==> src/rtl/nim_spike_scheduler.sv <==
// Spike scheduler for nim_if: queues spike indices and sweeps all neuron rows once per spike.
// Define NIM_SPIKE_COUNT_EN to add the spike_count output (completed sweeps, wraps at 2^32).
module nim_spike_scheduler #(
   parameter int unsigned NR_DEPTH   = 16,
   parameter int unsigned SR_DEPTH   = 16384,
   parameter int unsigned FIFO_DEPTH = 4,
   localparam int unsigned TW = $clog2(NR_DEPTH),
   localparam int unsigned SW = $clog2(SR_DEPTH),
   localparam int unsigned PW = $clog2(FIFO_DEPTH),
   localparam int unsigned LW = $clog2(FIFO_DEPTH) + 1
) (
   input  logic          clk,
   input  logic          reset,
   input  logic          spike_valid,
   input  logic [SW-1:0] spike_id,
   output logic          spike_ready,
   input  logic          enable,
   output logic          freeze,
   output logic [SW-1:0] spike_index,
   output logic [TW-1:0] time_index,
   output logic          busy,
   output logic          spike_done,
   output logic [LW-1:0] fifo_level
`ifdef NIM_SPIKE_COUNT_EN
   ,
   output logic [31:0]   spike_count
`endif
);

   typedef enum logic [0:0] {StIdle, StSweep} state_t;

   state_t        state;
   logic          ph;
   logic [SW-1:0] mem [FIFO_DEPTH];
   logic [PW-1:0] wr_ptr;
   logic [PW-1:0] rd_ptr;
   logic [LW-1:0] level;
   logic          push;
   logic          pop;
   logic          last_row;

   assign spike_ready = (level != LW'(FIFO_DEPTH));
   assign push        = spike_valid && spike_ready;
   assign last_row    = (time_index == TW'(NR_DEPTH - 1));
   // Pops only happen on the write-phase edge that starts a sweep, never on an empty FIFO.
   assign pop         = ph && enable && (level != '0) && ((state == StIdle) || last_row);
   assign fifo_level  = level;
   assign busy        = (state == StSweep) || (level != '0);

   // Storage needs no reset; pointers and level define what is valid.
   always_ff @(posedge clk) begin
      if (push) mem[wr_ptr] <= spike_id;
   end

   always_ff @(posedge clk or posedge reset) begin
      if (reset) begin
         state       <= StIdle;
         ph          <= 1'b0;
         freeze      <= 1'b1;
         spike_index <= '0;
         time_index  <= '0;
         spike_done  <= 1'b0;
         wr_ptr      <= '0;
         rd_ptr      <= '0;
         level       <= '0;
      end else begin
         ph         <= ~ph;
         spike_done <= 1'b0;
         if (push) wr_ptr <= wr_ptr + PW'(1);
         if (pop)  rd_ptr <= rd_ptr + PW'(1);
         if (push && !pop)      level <= level + LW'(1);
         else if (!push && pop) level <= level - LW'(1);

         if (ph) begin
            unique case (state)
               StIdle: begin
                  if (pop) begin
                     state       <= StSweep;
                     freeze      <= 1'b0;
                     spike_index <= mem[rd_ptr];
                     time_index  <= '0;
                  end
               end
               StSweep: begin
                  if (!last_row) begin
                     time_index <= time_index + TW'(1);
                  end else begin
                     spike_done <= 1'b1;
                     time_index <= '0;
                     if (pop) begin
                        spike_index <= mem[rd_ptr];
                     end else begin
                        state  <= StIdle;
                        freeze <= 1'b1;
                     end
                  end
               end
               default: state <= StIdle;
            endcase
         end
      end
   end

`ifdef NIM_SPIKE_COUNT_EN
   always_ff @(posedge clk or posedge reset) begin
      if (reset)           spike_count <= '0;
      else if (spike_done) spike_count <= spike_count + 32'd1;
   end
`endif

endmodule
==> config.mk <==
export PLATFORM = sky130hd
export DESIGN_NAME = nim_spike_scheduler
export DESIGN_NICKNAME = d
export VERILOG_FILES = /design/src/rtl/nim_spike_scheduler.sv
export SDC_FILE = /design/constraint.sdc
export NUM_CORES = 1
export LEC_CHECK = 0
export CAP_MARGIN = 30
export CORE_MARGIN = 4
export CORE_UTILIZATION = 60
export CTS_CLUSTER_SIZE = 28
export DETAILED_ROUTE_END_ITERATION = 8
export DONT_BUFFER_PORTS = 1
export PLACE_DENSITY = 0.84
export SLEW_MARGIN = 20
export SYNTH_ARGS = -nofsm -noshare
export SYNTH_HDL_FRONTEND = slang
export SYNTH_SLANG_ARGS = --single-unit
==> constraint.sdc <==
create_clock -name clk -period 6.9 [get_ports clk]
set_clock_uncertainty 0.1 [all_clocks]
set_input_delay 0.345 -clock clk [delete_from_list [all_inputs] [get_ports clk]]
set_output_delay 0.345 -clock clk [all_outputs]
set_load 0.02 [all_outputs]
==> results of run 1 <==
routing by layer:
layer	up-vias	wire [µm]
met5	-	0
met2	43	2980
met4	0	44
met1	819	2180
li1	725	-
met3	5	340
flip-flops by register name (all words and copies together), names as in the netlist:
name / cells
fifo_level: 3
freeze: 1
mem: 56
ph: 1
rd_ptr: 2
spike_done: 1
spike_index: 14
state: 1
time_index: 4
wr_ptr: 2
cells in the final DEF (no fill, tap or decap), types with 2 or more instances in the layout:
cell / Yosys / final
sky130_fd_sc_hd__dlygate4sd3_1: 0 / 15
sky130_fd_sc_hd__nand4_1: 2 / 2
sky130_fd_sc_hd__bufinv_16: 0 / 2
sky130_fd_sc_hd__o21ai_0: 5 / 5
sky130_fd_sc_hd__dfrtp_1: 28 / 28
sky130_fd_sc_hd__inv_1: 7 / 7
sky130_fd_sc_hd__ha_1: 6 / 6
sky130_fd_sc_hd__nor2_1: 3 / 3
sky130_fd_sc_hd__xnor2_1: 2 / 2
sky130_fd_sc_hd__mux2_2: 9 / 9
sky130_fd_sc_hd__clkbuf_8: 0 / 9
sky130_fd_sc_hd__nand2_1: 6 / 6
sky130_fd_sc_hd__mux4_2: 14 / 14
sky130_fd_sc_hd__and3_1: 5 / 5
sky130_fd_sc_hd__clkinv_1: 0 / 2
sky130_fd_sc_hd__mux2_4: 7 / 7
sky130_fd_sc_hd__edfxtp_1: 56 / 56
sky130_fd_sc_hd__clkinv_2: 0 / 2
sky130_fd_sc_hd__nand3_1: 4 / 4
sky130_fd_sc_hd__a22o_1: 2 / 2
sky130_fd_sc_hd__xor2_1: 3 / 3
area by class of cell:
cell class | instances | area, µm² | area share [%]
sequential | 85 | 2410 | 63.0
multi-input combinational | 78 | 898 | 23.5
timing repair buffer | 17 | 193 | 5.04
clock buffer | 10 | 128 | 3.34
tap | 72 | 90.1 | 2.36
clock inverter | 6 | 77.6 | 2.03
inverter | 7 | 26.3 | 0.688
cell families (layout without fill, tap and decap cells):
kind of cell	count (synthesis)	after routing	share of synthesized area, %
flops	85	85	71.2
compound gates	11	11	2.89
buf+inv	12	40	2.18
fa+ha+maj	7	7	2.81
mux	30	30	15.4
xor+xnor	6	6	1.78
simple gates	24	24	3.66
final timing paths:
kind                          startpoint             to  cells after the start
setup / recovery           time_index[0]  fifo_level[1]                      8
hold / removal                    enable          state                      2
setup reg to reg           time_index[0]  fifo_level[1]                      8
hold reg to reg                   freeze         freeze                      2
max in group asynchronous          reset         freeze                      3
min in group asynchronous          reset      wr_ptr[0]                      2
where the power goes:
group          total, mW  switching (mW)  internal (mW)
logic              0.430           0.188          0.242
registers          0.916           0.215          0.702
clock network      0.362           0.161          0.200
Yosys cell counts, types with 2 or more instances:
cell,n,area [µm²]
sky130_fd_sc_hd__a22o_1,2,17.5
sky130_fd_sc_hd__and3_1,5,31.3
sky130_fd_sc_hd__buf_2,2,10.0
sky130_fd_sc_hd__buf_6,2,22.5
sky130_fd_sc_hd__dfrtp_1,28,701
sky130_fd_sc_hd__edfxtp_1,56,1680
sky130_fd_sc_hd__ha_1,6,75.1
sky130_fd_sc_hd__inv_1,7,26.3
sky130_fd_sc_hd__mux2_2,9,101
sky130_fd_sc_hd__mux2_4,7,105
sky130_fd_sc_hd__mux4_2,14,315
sky130_fd_sc_hd__nand2_1,6,22.5
sky130_fd_sc_hd__nand3_1,4,20.0
sky130_fd_sc_hd__nand4_1,2,12.5
sky130_fd_sc_hd__nor2_1,3,11.3
sky130_fd_sc_hd__o21ai_0,5,25.0
sky130_fd_sc_hd__xnor2_1,2,17.5
sky130_fd_sc_hd__xor2_1,3,26.3
timing repair:
action,CTS,global route
hold buffers,15,0
endpoints found under the hold margin,68,0
resized for setup,0,0
stage by stage:
stage	std cells	util, %	setup WS, ns
floorplan	175	-	4.34
global placement	242	62.6	4.08
detailed placement	243	63.1	3.94
CTS	274	69.5	3.95
global route	275	69.8	3.72
finish	275	69.8	3.96
==> qor_table.md, run 1 <==
| Group | Quantity | Reported |
| --- | --- | --- |
| status | Outcome | finished clean |
| route | Post-detailed-route DRC marker count | 0 |
| final layout | Number of filler instances in the final layout | 362 |
| worst setup path | Worst-path cell chain | ha_1 -> nand3_1 -> a21oi_4 -> inv_1 -> ha_1 -> inv_1 -> fa_1 -> mux2_2 |
| floorplan | Die footprint | 0.00690 mm² |
| synthesis | Sequential cell area fraction in the yosys report | 71.2% |
| clock network | Clock latency of the later-clocked register in the worst-skew pair | 0.34 ns |
| synthesis | EDFF count, synth | 56 |
| pwr | Worst vdd ir | 244 µV |
| clock network | Clock slew at the register clock pins of the worst setup and hold paths | 0.08 ns |
| route | Total wire length | 5550 µm |
| grt | GR Util met1 | 20.5% |
| worst setup path | Type of the worst setup path | flip-flop to flip-flop |
| synthesis | Warnings, synthesis | 0 |
| grt | Global-route track usage on met3 | 6.75% |
| sta | Final-layout worst hold slack | 0.0974 ns |
| sta | Setup-failing EPs final | 0 |
| worst setup path | Data required time of the worst path | 7.04 ns |
| sta | Achievable frequency | 0.340 GHz |
| grt | Global-route wire length before repair | 9140 µm |
| synthesis | #FFs+latches synth | 85 |
| route | Starting DRT DRC Count | 79 |
| worst setup path | Buffer and inverter count on the worst path | 2 |
| min path | Worst hold path class | input pin to flip-flop |
| clock network | Clock buffers created by TritonCTS | 9 |
| route | Remaining antenna violation count | 0 |
| floorplan | Standard-cell rows | 27 |
| worst setup path | Worst-path cell with the longest stage delay | sky130_fd_sc_hd__a21oi_4 |
| placed design | Buffers on Ports | 0 |
| sta | Max-slew violation count | 0 |
| worst setup path | Worst endpoint data arrival time | 3.08 ns |
| sta | Period utilization | 42.6% |
| grt | Overflow left after global routing | 0 |
| synthesis | Prevailing post-synth register cell | sky130_fd_sc_hd__edfxtp_1 |
| floorplan | I/O pin count | 43 |
| sta | Number of hold violations in the final report | 0 |
| route | Number of detailed-routing iterations run before antenna repair | 4 |
| clock network | Level count of the clock H-tree | 3 |
| final layout | Area of all placed cells without fillers | 0.00382 mm² |
| clock network | Post-CTS setup buffers | 0 |
| grt | Via count of the first global-routing pass | 1735 |
| synthesis | Post-synthesis cell count | 175 |
| sta | Sum of negative setup slack | 0 ns |
| worst setup path | Kind of end point of the critical path | flip-flop |
| final layout | NumNets Final | 223 |
| placed design | Total placed instance area | 0.00345 mm² |
| floorplan | Starting Density | 61.8% |
| worst setup path | Register-to-register path setup slack | 3.96 ns |
| synthesis | Library cells used by synthesis | 30 |
| grt | Total Routing Usage GR | 17.4% |
| floorplan | Chip width | 83.1 µm |
| synthesis | Post-Syn Area | 0.00338 mm² |
| sta | Minimum period implied by the final worst setup slack | 2.94 ns |
| clock network | Clock tree from TritonCTS | yes |
| route | Routed wire length per instance | 20.2 µm |
| clock network | Root buffer cell | sky130_fd_sc_hd__clkbuf_8 |
| route | Vias per Instance | 5.79 |
| pwr | Power density relative to cell area | 447 mW/mm² |
| worst setup path | Kind of cell adding the most delay to the critical path | adder cells |
| run | Max-cap violation count | 0 |
| worst setup path | Critical Path Source Type | flip-flop |
| grt | Pin count of the biggest net entering global routing | 18 |
| pwr | Total power draw | 1.71 mW |
| synthesis | Mean instance size in the synthesized netlist | 19.3 µm² |
| sta | Setup repair after global routing missed its margin | false |
| worst setup path | Maximum fanout along the worst path | 17 |
| final layout | Layout overhead on the synthesized area | 13.0% |
| worst setup path | Max incr delay on CP | 0.62 ns |
| grt | Global-route layer with the greatest usage | met2 |
| grt | GR Util met2 | 29.3% |
| route | Vias post-DR | 1592 |
| placed design | Last weighted congestion value of the routability-driven placer | 0.817 |
| grt | Antenna violations before repair | 0 |
| sta | Pin slew with the least headroom to its limit | 0.785 ns |
| floorplan | Placeable Area | 0.00547 mm² |
| sta | Worst relative slew slack | 47.7% |
| placed design | Total half-perimeter wirelength after legalization and detailed placement | 3570 µm |
| synthesis | Async set-reset flop share out of synthesis | 34.1% |
| clock network | Number of sinks on the clock net | 85 |
| final layout | Share of layout cells above drive strength 1 | 24.6% |
| final layout | Antenna cell count | 0 |
| clock network | Buffers from clock root to sink, at most | 2 |
| floorplan | Height of the die | 83.1 µm |
| pwr | Leak | 1.43 nW |
| synthesis | Mapped Nets | 200 |
Power figures use the tool's default switching activity.
==> run 2: changes to the inputs <==
- clock period: 6.9 -> 2.83 ns (I/O delays scaled with it)
==> run 2 against run 1 <==
  * Critical path depth did not move
  * Register-to-register slack worse by 3.6 ns
  * Wire length shrank 1.7%
  * Cell count is 1.1% higher
  * Core utilization rose by 0.25 points
  * Final area grew 0.36%
  * Clock-buffer cell count is 1 lower
  * First-iteration DRC count is 20% higher
  * Sequential cell count is the same
  * Sequential share of layout area decreased by 0.23 points
  * Hold slack worse by 0.037 ns
  * Highest routed layer unchanged
==> qor_table.md, run 2 (synthesized netlist as in run 1, its figures left out) <==
| Group | Quantity | Reported |
| --- | --- | --- |
| final layout | Area used by multi-input combinational logic | 898 µm² |
| final layout | Sequential standard cell area | 0.00241 mm² |
| route | Post-detailed-route DRC marker count | 0 |
| sta | Achievable frequency | 0.402 GHz |
| final layout | Largest registers | mem x56, spike_index x14, time_index x4 |
| pwr | Leak | 1.44 nW |
| grt | Total Routing Usage GR | 17.8% |
| floorplan | Placeable Area | 0.00547 mm² |
| worst setup path | Kind of cell adding the most delay to the critical path | adder cells |
| clock network | Post_cts resized | 0 |
| route | Total wire length | 5450 µm |
| pwr | Cell-internal power | 2.79 mW |
| final layout | Antenna cell count | 0 |
| placed design | Buffers on Ports | 0 |
| worst setup path | Max incr delay on CP | 0.55 ns |
| worst setup path | Worst endpoint data arrival time | 2.63 ns |
| sta | Setup-failing EPs final | 0 |
| worst setup path | Maximum fanout along the worst path | 6 |
| clock network | Clock latency of the later-clocked register in the worst-skew pair | 0.35 ns |
| floorplan | Chip width | 83.1 µm |
| sta | Pin slew with the least headroom to its limit | 0.776 ns |
| placed design | Last weighted congestion value of the routability-driven placer | 0.805 |
| route | Starting DRT DRC Count | 95 |
| clock network | Number of sinks on the clock net | 85 |
| grt | Overflow left after global routing | 0 |
| pwr | Combinational Power Share | 25.4% |
| floorplan | Starting Density | 61.8% |
| route | Vias post-DR | 1607 |
| clock network | Level count of the clock H-tree | 3 |
| final layout | Post-route non-filler standard cell count | 278 |
| grt | Pin count of the biggest net entering global routing | 17 |
| clock network | Clock buffers created by TritonCTS | 9 |
| pwr | Power density relative to cell area | 1090 mW/mm² |
| placed design | Total placed instance area | 0.00346 mm² |
| placed design | Total placed cells including tap cells | 246 |
| sta | Max-slew violation count | 0 |
| clock network | Buffers from clock root to sink, at most | 2 |
| placed design | Pre-CTS worst setup slack | 0.390 ns |
| worst setup path | Kind of end point of the critical path | flip-flop |
| final layout | Number of flip-flops in the largest register | 56 |
| grt | Antenna violations before repair | 0 |
| status | Outcome | finished clean |
| run | Max-cap violation count | 0 |
| final layout | NumNets Final | 226 |
| floorplan | I/O pin count | 43 |
| final layout | Share of layout cells above drive strength 1 | 26.2% |
| final layout | Post-layout utilization of the core | 70.1% |
| route | Routed wire length per instance | 19.6 µm |
| sta | Worst setup margin | 0.343 ns |
| worst setup path | Data required time of the worst path | 2.97 ns |
| route | Number of detailed-routing iterations run before antenna repair | 4 |
| sta | Number of hold violations in the final report | 0 |
| final layout | Number of filler instances in the final layout | 367 |
| pwr | Total power draw | 4.16 mW |
| floorplan | Height of the die | 83.1 µm |
| sta | Minimum period implied by the final worst setup slack | 2.49 ns |
| sta | Setup repair after global routing missed its margin | false |
| grt | Via count of the first global-routing pass | 1833 |
| route | Vias per Instance | 5.78 |
| clock network | Clock slew at the register clock pins of the worst setup and hold paths | 0.08 ns |
| clock network | Root buffer cell | sky130_fd_sc_hd__clkbuf_8 |
| pwr | Clock network power share | 21.6% |
| sta | Period utilization | 87.9% |
| worst setup path | Critical Path Source Type | flip-flop |
| final layout | Largest register by flop count | mem |
| sta | Final-layout worst hold slack | 0.0604 ns |
| pwr | Switching power as a share of total power | 33.0% |
| sta | Sum of negative setup slack | 0 ns |
| pwr | Sequential group share of total power | 53.0% |
| pwr | Net Switching | 1.37 mW |
| route | Remaining antenna violation count | 0 |
| worst setup path | Type of the worst setup path | flip-flop to flip-flop |
| pwr | Worst vdd ir | 542 µV |
| final layout | Area of all placed cells without fillers | 0.00383 mm² |
| final layout | Most frequent standard cell in the layout excluding fill and tap cells | sky130_fd_sc_hd__edfxtp_1 |
| grt | Global-route wire length before repair | 9300 µm |
| worst setup path | Worst-path cell chain | ha_1 -> nand3_1 -> a21oi_4 -> inv_1 -> ha_1 -> inv_1 -> fa_1 -> mux2_2 |
| floorplan | Standard-cell rows | 27 |
| worst setup path | Buffer and inverter count on the worst path | 2 |
| final layout | Layout overhead on the synthesized area | 13.4% |
| min path | Worst hold path class | input pin to flip-flop |
| placed design | Total half-perimeter wirelength after legalization and detailed placement | 3470 µm |
| clock network | Clock tree from TritonCTS | yes |
| sta | Worst relative slew slack | 48.3% |
| floorplan | Die footprint | 0.00690 mm² |
| worst setup path | Worst-path cell with the longest stage delay | sky130_fd_sc_hd__dfrtp_1 |
| final layout | Most frequent cells in the layout | sky130_fd_sc_hd__edfxtp_1, sky130_fd_sc_hd__dfrtp_1, sky130_fd_sc_hd__dlygate4sd3_1, sky130_fd_sc_hd__mux4_2 |
-- run 2: cell types whose count changed in the layout (fill, tap and decap cells not counted) --
cell / previous run / this run
sky130_fd_sc_hd__clkinv_1: 2 / 1
sky130_fd_sc_hd__buf_16: 1 / 0
sky130_fd_sc_hd__clkinv_4: 0 / 1
sky130_fd_sc_hd__clkbuf_1: 1 / 0
sky130_fd_sc_hd__dlygate4sd3_1: 15 / 16
sky130_fd_sc_hd__buf_4: 0 / 3
sky130_fd_sc_hd__clkinvlp_4: 0 / 1
-- run 2: repair_timing --
| action | in CTS | in global routing |
|---|---|---|
| endpoints found under the hold margin | 74 | 0 |
| hold buffers | 16 | 0 |
| setup buffers | 0 | 0 |
-- run 2: power groups by stage --
stage	logic [mW]	clock network [mW]	registers (mW)
floorplan	0.952	0	2.10
global placement	0.988	0	2.21
detailed placement	1.04	0	2.24
CTS	1.07	0.919	2.22
global route	1.18	0.981	2.26
finish	1.06	0.901	2.21
-- run 2: layout make-up --
type / instances / share of cell area [%]
sequential: 85 / 62.8
tap: 72 / 2.35
timing repair buffer: 20 / 5.15
inverter: 7 / 0.685
multi-input combinational: 78 / 23.4
clock buffer: 9 / 3.23
clock inverter: 7 / 2.35
-- run 2: worst paths after layout --
kind / start / to / slack [ns] / cells after the start
worst max register to register: time_index[0] / fifo_level[1] / 0.34 / 8
max in group asynchronous: reset / freeze / 1.77 / 3
min in group asynchronous: reset / spike_index[8] / 0.24 / 2
worst max-delay path: time_index[0] / fifo_level[1] / 0.34 / 8
worst min-delay path: spike_valid / wr_ptr[0] / 0.06 / 2
worst min register to register: freeze / freeze / 0.45 / 2
-- run 2: routing by layer --
| metal | global-route usage [%] | part of all wire, % | vias to the layer above |
|---|---|---|---|
| met5 | 0 | 0 | - |
| met4 | 9.81 | 2.4 | 0 |
| met3 | 5.16 | 4.7 | 14 |
| met2 | 31.4 | 54 | 39 |
| met1 | 19.2 | 39 | 827 |
| li1 | - | - | 727 |
